===== config.mk =====
export PLATFORM = sky130hd
export DESIGN_NAME = uart_rx
export DESIGN_NICKNAME = d
export VERILOG_FILES = /design/src/rtl/uart_rx.sv
export SDC_FILE = /design/constraint.sdc
export NUM_CORES = 1
export LEC_CHECK = 0
export ABC_AREA = 1
export ABC_CLOCK_PERIOD_IN_PS = 2450
export BUFFER_PORTS_ARGS = -buffer_cell sky130_fd_sc_hd__buf_2
export CORE_MARGIN = 3
export CORE_UTILIZATION = 59
export DETAILED_ROUTE_END_ITERATION = 12
export MAX_ROUTING_LAYER = met4
export PLACE_DENSITY = 0.89
export SYNTH_ARGS = -nofsm -noshare
export SYNTH_HDL_FRONTEND = slang
export SYNTH_SLANG_ARGS = --single-unit
export TNS_END_PERCENT = 10

===== constraint.sdc =====
create_clock -name clk -period 2.45 [get_ports clk]
set_input_delay 0 -clock clk [delete_from_list [all_inputs] [get_ports clk]]
set_output_delay 0 -clock clk [all_outputs]
set_load 0.05 [all_outputs]

===== src/rtl/uart_rx.sv =====
// uart_rx: 8N1 UART receiver on a shared oversample tick; `define UART_RX_SYNC_EN adds a 2-flop rx synchronizer.
module uart_rx #(
  parameter int OVERSAMPLE = 16
) (
  input  logic       clk,
  input  logic       rst,
  input  logic       tick,
  input  logic       rx,
  output logic [7:0] o_rx_data,
  output logic       o_rx_done,
  output logic       o_frame_err,
  output logic       o_rx_busy
);
  localparam int CW = $clog2(OVERSAMPLE);
  localparam logic [CW-1:0] HALF = CW'(OVERSAMPLE / 2 - 1);
  localparam logic [CW-1:0] LAST = CW'(OVERSAMPLE - 1);
  typedef enum logic [1:0] {IDLE, START, DATA, STOP} state_t;
  state_t state, state_n;
  logic [CW-1:0] cnt;
  logic [2:0] bit_cnt;
  logic [7:0] shift;
  logic rx_s, half, last;
`ifdef UART_RX_SYNC_EN
  logic [1:0] sync;
  always_ff @(posedge clk) sync <= rst ? 2'b11 : {sync[0], rx};
  assign rx_s = sync[1];
`else
  assign rx_s = rx;
`endif
  assign half = cnt == HALF;
  assign last = cnt == LAST;
  always_ff @(posedge clk) state <= rst ? IDLE : state_n;
  always_comb begin
    state_n = state;
    if (tick)
      case (state)
        IDLE:    state_n = rx_s ? IDLE : START;
        START:   state_n = half ? (rx_s ? IDLE : DATA) : START;
        DATA:    state_n = (last && bit_cnt == 3'd7) ? STOP : DATA;
        STOP:    state_n = last ? IDLE : STOP;
        default: state_n = IDLE;
      endcase
  end
  always_comb o_rx_busy = state != IDLE;
  always_ff @(posedge clk)
    if (rst) begin
      cnt         <= '0;
      bit_cnt     <= '0;
      shift       <= '0;
      o_rx_data   <= '0;
      o_rx_done   <= 1'b0;
      o_frame_err <= 1'b0;
    end else begin
      o_rx_done <= 1'b0;
      if (tick)
        case (state)
          IDLE: cnt <= '0;
          START: begin
            cnt     <= half ? '0 : cnt + 1'b1;
            bit_cnt <= (half && !rx_s) ? 3'd0 : bit_cnt;
          end
          DATA: begin
            cnt <= last ? '0 : cnt + 1'b1;
            if (last) begin
              shift   <= {rx_s, shift[7:1]};
              bit_cnt <= (bit_cnt == 3'd7) ? bit_cnt : bit_cnt + 3'd1;
            end
          end
          STOP: begin
            cnt <= last ? '0 : cnt + 1'b1;
            if (last) begin
              o_rx_data   <= shift;
              o_frame_err <= ~rx_s;
              o_rx_done   <= 1'b1;
            end
          end
          default: cnt <= '0;
        endcase
    end
endmodule

==> After elaboration in Yosys (flattened, before gate mapping) <==
Cells that the tools add are included.
{ "classes": {"shift": 0, "eq_ne": 9, "reduce_logical": 11, "order_cmp": 0, "muxes": 14, "n_mul": 0, "bitwise": 3, "div_mod_pow": 0, "addsub": 2} }
{ "ops": {"columns": ["cell", "count"], "rows": [
  ["case mux 4 bit (3 select lines)", 1],
  ["two-way mux 3 bit", 3],
  ["two-way mux 4 bit", 2],
  ["case mux 2 bit (4 select lines)", 1],
  ["two-way mux 2 bit", 3],
  ["inequality test 2 bit (second input constant)", 3],
  ["case mux 3 bit (2 select lines)", 1],
  ["AND reduction 3 bit", 2],
  ["AND reduction 5 bit", 1],
  ["adder 4 x 1 -> 4 bit (second input constant)", 1],
  ["equality test 2 bit (second input constant)", 2],
  ["equality test 4 x 3 -> 1 bit (second input constant)", 1],
  ["equality test 4 bit (second input constant)", 1],
  ["nonzero test 2 bit", 2],
  ["adder 3 x 1 -> 3 bit (second input constant)", 1],
  ["equality test 3 bit (second input constant)", 1],
  ["two-way mux 1 bit", 3],
  ["inverter 1 bit", 3],
  ["OR reduction 3 bit", 1],
  ["equality test 2 x 1 -> 1 bit (second input constant)", 1],
  ["logical AND 1 bit", 2],
  ["logical NOT 2 bit", 1],
  ["OR reduction 2 bit", 1],
  ["logical NOT 1 bit", 1]
]} }
{ "word_totals": {"ram_bits": 0, "latch_bits": 0, "output_inout_bits": 11, "rom_bits": 0, "inputBits": 4, "wordCells": 46, "ff_bits": 27, "n_memories": 0} }

==> Longest topological paths before layout <==
{ "logic_depth": {"word_depth": 4, "mapped_depth": 8, "mapped_depth_nobuf": 8} }

==> Worst setup path after synthesis <==
OpenSTA, ideal clock, no wires.
{ "synth_path": {"kind": "flip-flop to flip-flop", "from": "register cnt[0]", "to": "register bit_cnt[0]", "required_ns": 2.337, "synth_period_minus_slack_ns": 1.371, "arrival_ns": 1.258, "setup_ns": 0.113, "stages_incl_launch_ff": 9, "path_slack_ns": 1.079, "path_buffers": 0, "cell_sequence": "dfxtp_1 ha_1 nand2_1 nor2_2 nand3_4 o21ai_2 nand2_1 nand2_1 nor2_1"} }
{ "synth_between": {"elab_chain_len": 4, "elab_cells_between_ends": 6, "classes_between": "4 x eq/ne; 2 x reduce/logical"} }
{ "synth_lines": {"columns": ["item", "line", "rtl"], "rows": [
  ["start, declared", "19", "logic [CW-1:0] cnt;"],
  ["start signal, assigned", "59", "cnt <= half ? '0 : cnt + 1'b1;"],
  ["start signal, assigned", "63", "cnt <= last ? '0 : cnt + 1'b1;"],
  ["start signal, assigned", "70", "cnt <= last ? '0 : cnt + 1'b1;"],
  ["equality test 4 x 3 -> 1 bit", "30", "assign half = cnt == HALF;"],
  ["logical AND 1 bit", "60", "bit_cnt <= (half && !rx_s) ? 3'd0 : bit_cnt;"],
  ["inequality test 2 bit (no source line)", null, null],
  ["AND reduction 5 bit (no source line) *", null, null],
  ["end signal, assigned", "60", null],
  ["end signal, assigned", "66", "bit_cnt <= (bit_cnt == 3'd7) ? bit_cnt : bit_cnt + 3'd1;"],
  ["end, declared", "20", "logic [2:0] bit_cnt;"]
]} }
Every way passes the cells marked *; elsewhere a longest branch is shown, timed or not.
A chain may end at the register's enable or synchronous reset.

==> Worst setup path after layout <==
{ "layout_path": {"from": "register cnt[1]", "to": "register bit_cnt[0]"} }
The elaborated chain is that of the path after synthesis.

==> run metrics <==
mean area per synthesized cell=between 7 and 8 sq um; Routed WL=2280 um; Least-Margin Pin Slew=443 ps; Initial Util=0.647; total global routing overflow=0; Fmax=between 0.5 and 0.6 GHz; fin nets=approximately 180; sequential power share=0.650; switching part of the total=0.247; Crit Path Max Fanout=12; worst clock skew=1.66 ps; Int Power=approximately 0.52 mW; clk root buf=clkbuf_4; I/O Buffers=14; Clock power frac=0.276; register area share after synthesis=0.464; Unique masters post-synth=22; Die Height=between 50 and 60 um; total track usage=0.206; Clock Path Buffers=2; Crit Path Category=register to register; Placed Area=~1300 sq um; yosys warns=0; Yosys top cell by area=dfxtp_1; Max IR drop VDD=0.413 mV; synth top area cells=dfxtp_1 46%, nand2_1 9.3%, nor2_1 8.1%; CTS H-tree depth=1; Setup violations, final=0; Finished Cell Area=1300 sq um; RSZ-0062 raised after global routing=false; Max-slew headroom=0.704; Layout area overhead=11.5%; Critical Path AT=just under 2000 ps; diode count=0; CTS tree=built; post-DR wirelength/cell=approximately 12 um; Placer Congestion=~0.83; HP Class=primary input to register; Max-Cap Viols=0; Pre-Repair DR Iteration Count=4; Min Hold Slack=~22 ps; vias in the first global route=921; fin util=0.721; I/O Pins=15; layout cells sized above 1=0.170; register area=541 sq um; Die W=50.4 um; DR vias=1058; P_sw=about 0.17 mW; WP data required=about 2700 ps; run status=finished clean; Logic pwr share=0.073; ys async rst share=0; DR WL met2=~1100 um; clk sink count=27; DP HPWL=between 1500 and 2000 um; initial antenna violation count=0; die area=about 2500 sq um; part of the cycle the worst path needs=0.693; final-report hold violation count=0; global-route wire length before repair=between 3000 and 4000 um; site row count=15; TritonCTS Buffers=3; setup bufs post-CTS=0; Top Layer Used=met4; antenna-violating nets left=0; Netlist Area Pre-Place=between 1000 and 1500 sq um; top-area cell type share of the netlist area=0.464; Max Slew Vio Count=0; wire length on met1=approximately 1100 um; Lkg Pwr=0.546 nW; Post-synth EDFFs=0; setup TNS=0 ps; non-filler instance count after layout=between 150 and 200; Critical Path Sink Type=register; placed insts=191; Fill cells=roughly 160; residual DRC count=0; Post-CTS Resized=0; Syn Nets=161; met3 wire length=around 60 um; largest net degree at the start of global routing=16; crit path time final=between 1500 and 2000 ps; cell area power density=between 500 and 600 nW/um^2; area of the multi-input gates=~570 sq um; CP startpoint kind=register; Syn Inst Count=around 150; CORE AREA=between 1500 and 2000 sq um; CTS clk-pin slew, worst paths=~140 ps; DR vias/cell=5.40; Initial DRC Count=19; most common flop cell mapped by yosys=dfxtp_1; clk_lat worst skew=roughly 320 ps; Synth Register Bits=27
flip-flops by register name, summed over array words and instances (netlist names):
register / count
cnt: 4
o_rx_data: 8
o_frame_err: 1
shift: 8
o_rx_done: 1
bit_cnt: 3
state: 2
per-stage QoR:
stage	power (mW)	setup WS [ps]
6_report	0.687	753
5_1_grt	0.711	622
4_1_cts	0.689	753
3_5_place_dp	0.506	776
3_3_place_gp	0.504	889
2_1_floorplan	0.492	1080
synthesized netlist by cell type (2+ instances only):
cell type  number
a21oi_1        17
nand3_1        18
ha_1            3
dfxtp_1        27
inv_1           8
nand2_1        29
inv_2           4
nor2_1         25
clkbuf_1        2
o21ai_0         9
per-layer routing:
metal  GRT usage  up-vias
met5           -        -
met4      0.0673        0
met3      0.0267        4
met2       0.346       17
met1       0.258      497
li1            -      540
worst max-delay path: stages, from the launching register on:
cell,delay [ps]
dfxtp_1,380
ha_1,220
nand2_1,130
nor2_2,100
buf_4,200
nand3_4,130
o21ai_2,250
nand2_1,90
nand2_1,70
nor2_1,40
placed cells by master, fill, tap and decap left out, drive strengths merged:
master,synthesis,layout
a21oi,17,17
buf,1,15
clkbuf,2,3
clkinv,0,1
dfxtp,27,27
dlygate4sd3,0,1
ha,3,3
inv,12,12
nand2,30,30
nand3,19,19
nand4,1,1
nor2,27,27
nor3,2,2
o211ai,1,1
o21ai,10,10
o21bai,1,1
xor2,1,1
power groups by stage:
| stage | logic [mW] | clock network, mW | registers, mW |
|---|---|---|---|
| after floorplan | 0.0365 | 0 | 0.455 |
| after global placement | 0.0483 | 0 | 0.456 |
| after detailed placement | 0.0493 | 0 | 0.456 |
| after CTS | 0.0505 | 0.192 | 0.447 |
| after global routing | 0.0565 | 0.207 | 0.448 |
| final | 0.0505 | 0.190 | 0.447 |
cell families after synthesis:
logic type,count (synthesis),synth area share
compound gates,29,0.132
simple gates,79,0.315
flops,27,0.464
fa+ha+maj,3,0.0322
xor+xnor,1,0.00752
buf+inv,15,0.0494
path summary, 6_finish.rpt:
path	start	end	slack, ps	cells past startpoint
max	cnt[1]	bit_cnt[0]	750	9
min	rst	o_rx_done	20	2
max reg2reg	cnt[1]	bit_cnt[0]	750	9
min reg2reg	o_frame_err	o_frame_err	470	2
timing repair:
item | in CTS | in global routing
hold endpoints to repair | 2 | 0
setup endpoints to repair | 0 | 0
hold buffers | 1 | 0
area by class of cell:
| cell class | instances | share of cell area |
|---|---|---|
| Tap cell | 25 | 0.0241 |
| Clock buffer | 3 | 0.0173 |
| Multi-Input combinational cell | 112 | 0.436 |
| Inverter | 12 | 0.0347 |
| Clock inverter | 1 | 0.00385 |
| Sequential cell | 27 | 0.416 |
| Timing Repair Buffer | 16 | 0.0674 |
No activity file was read; power rests on OpenSTA's default activity.
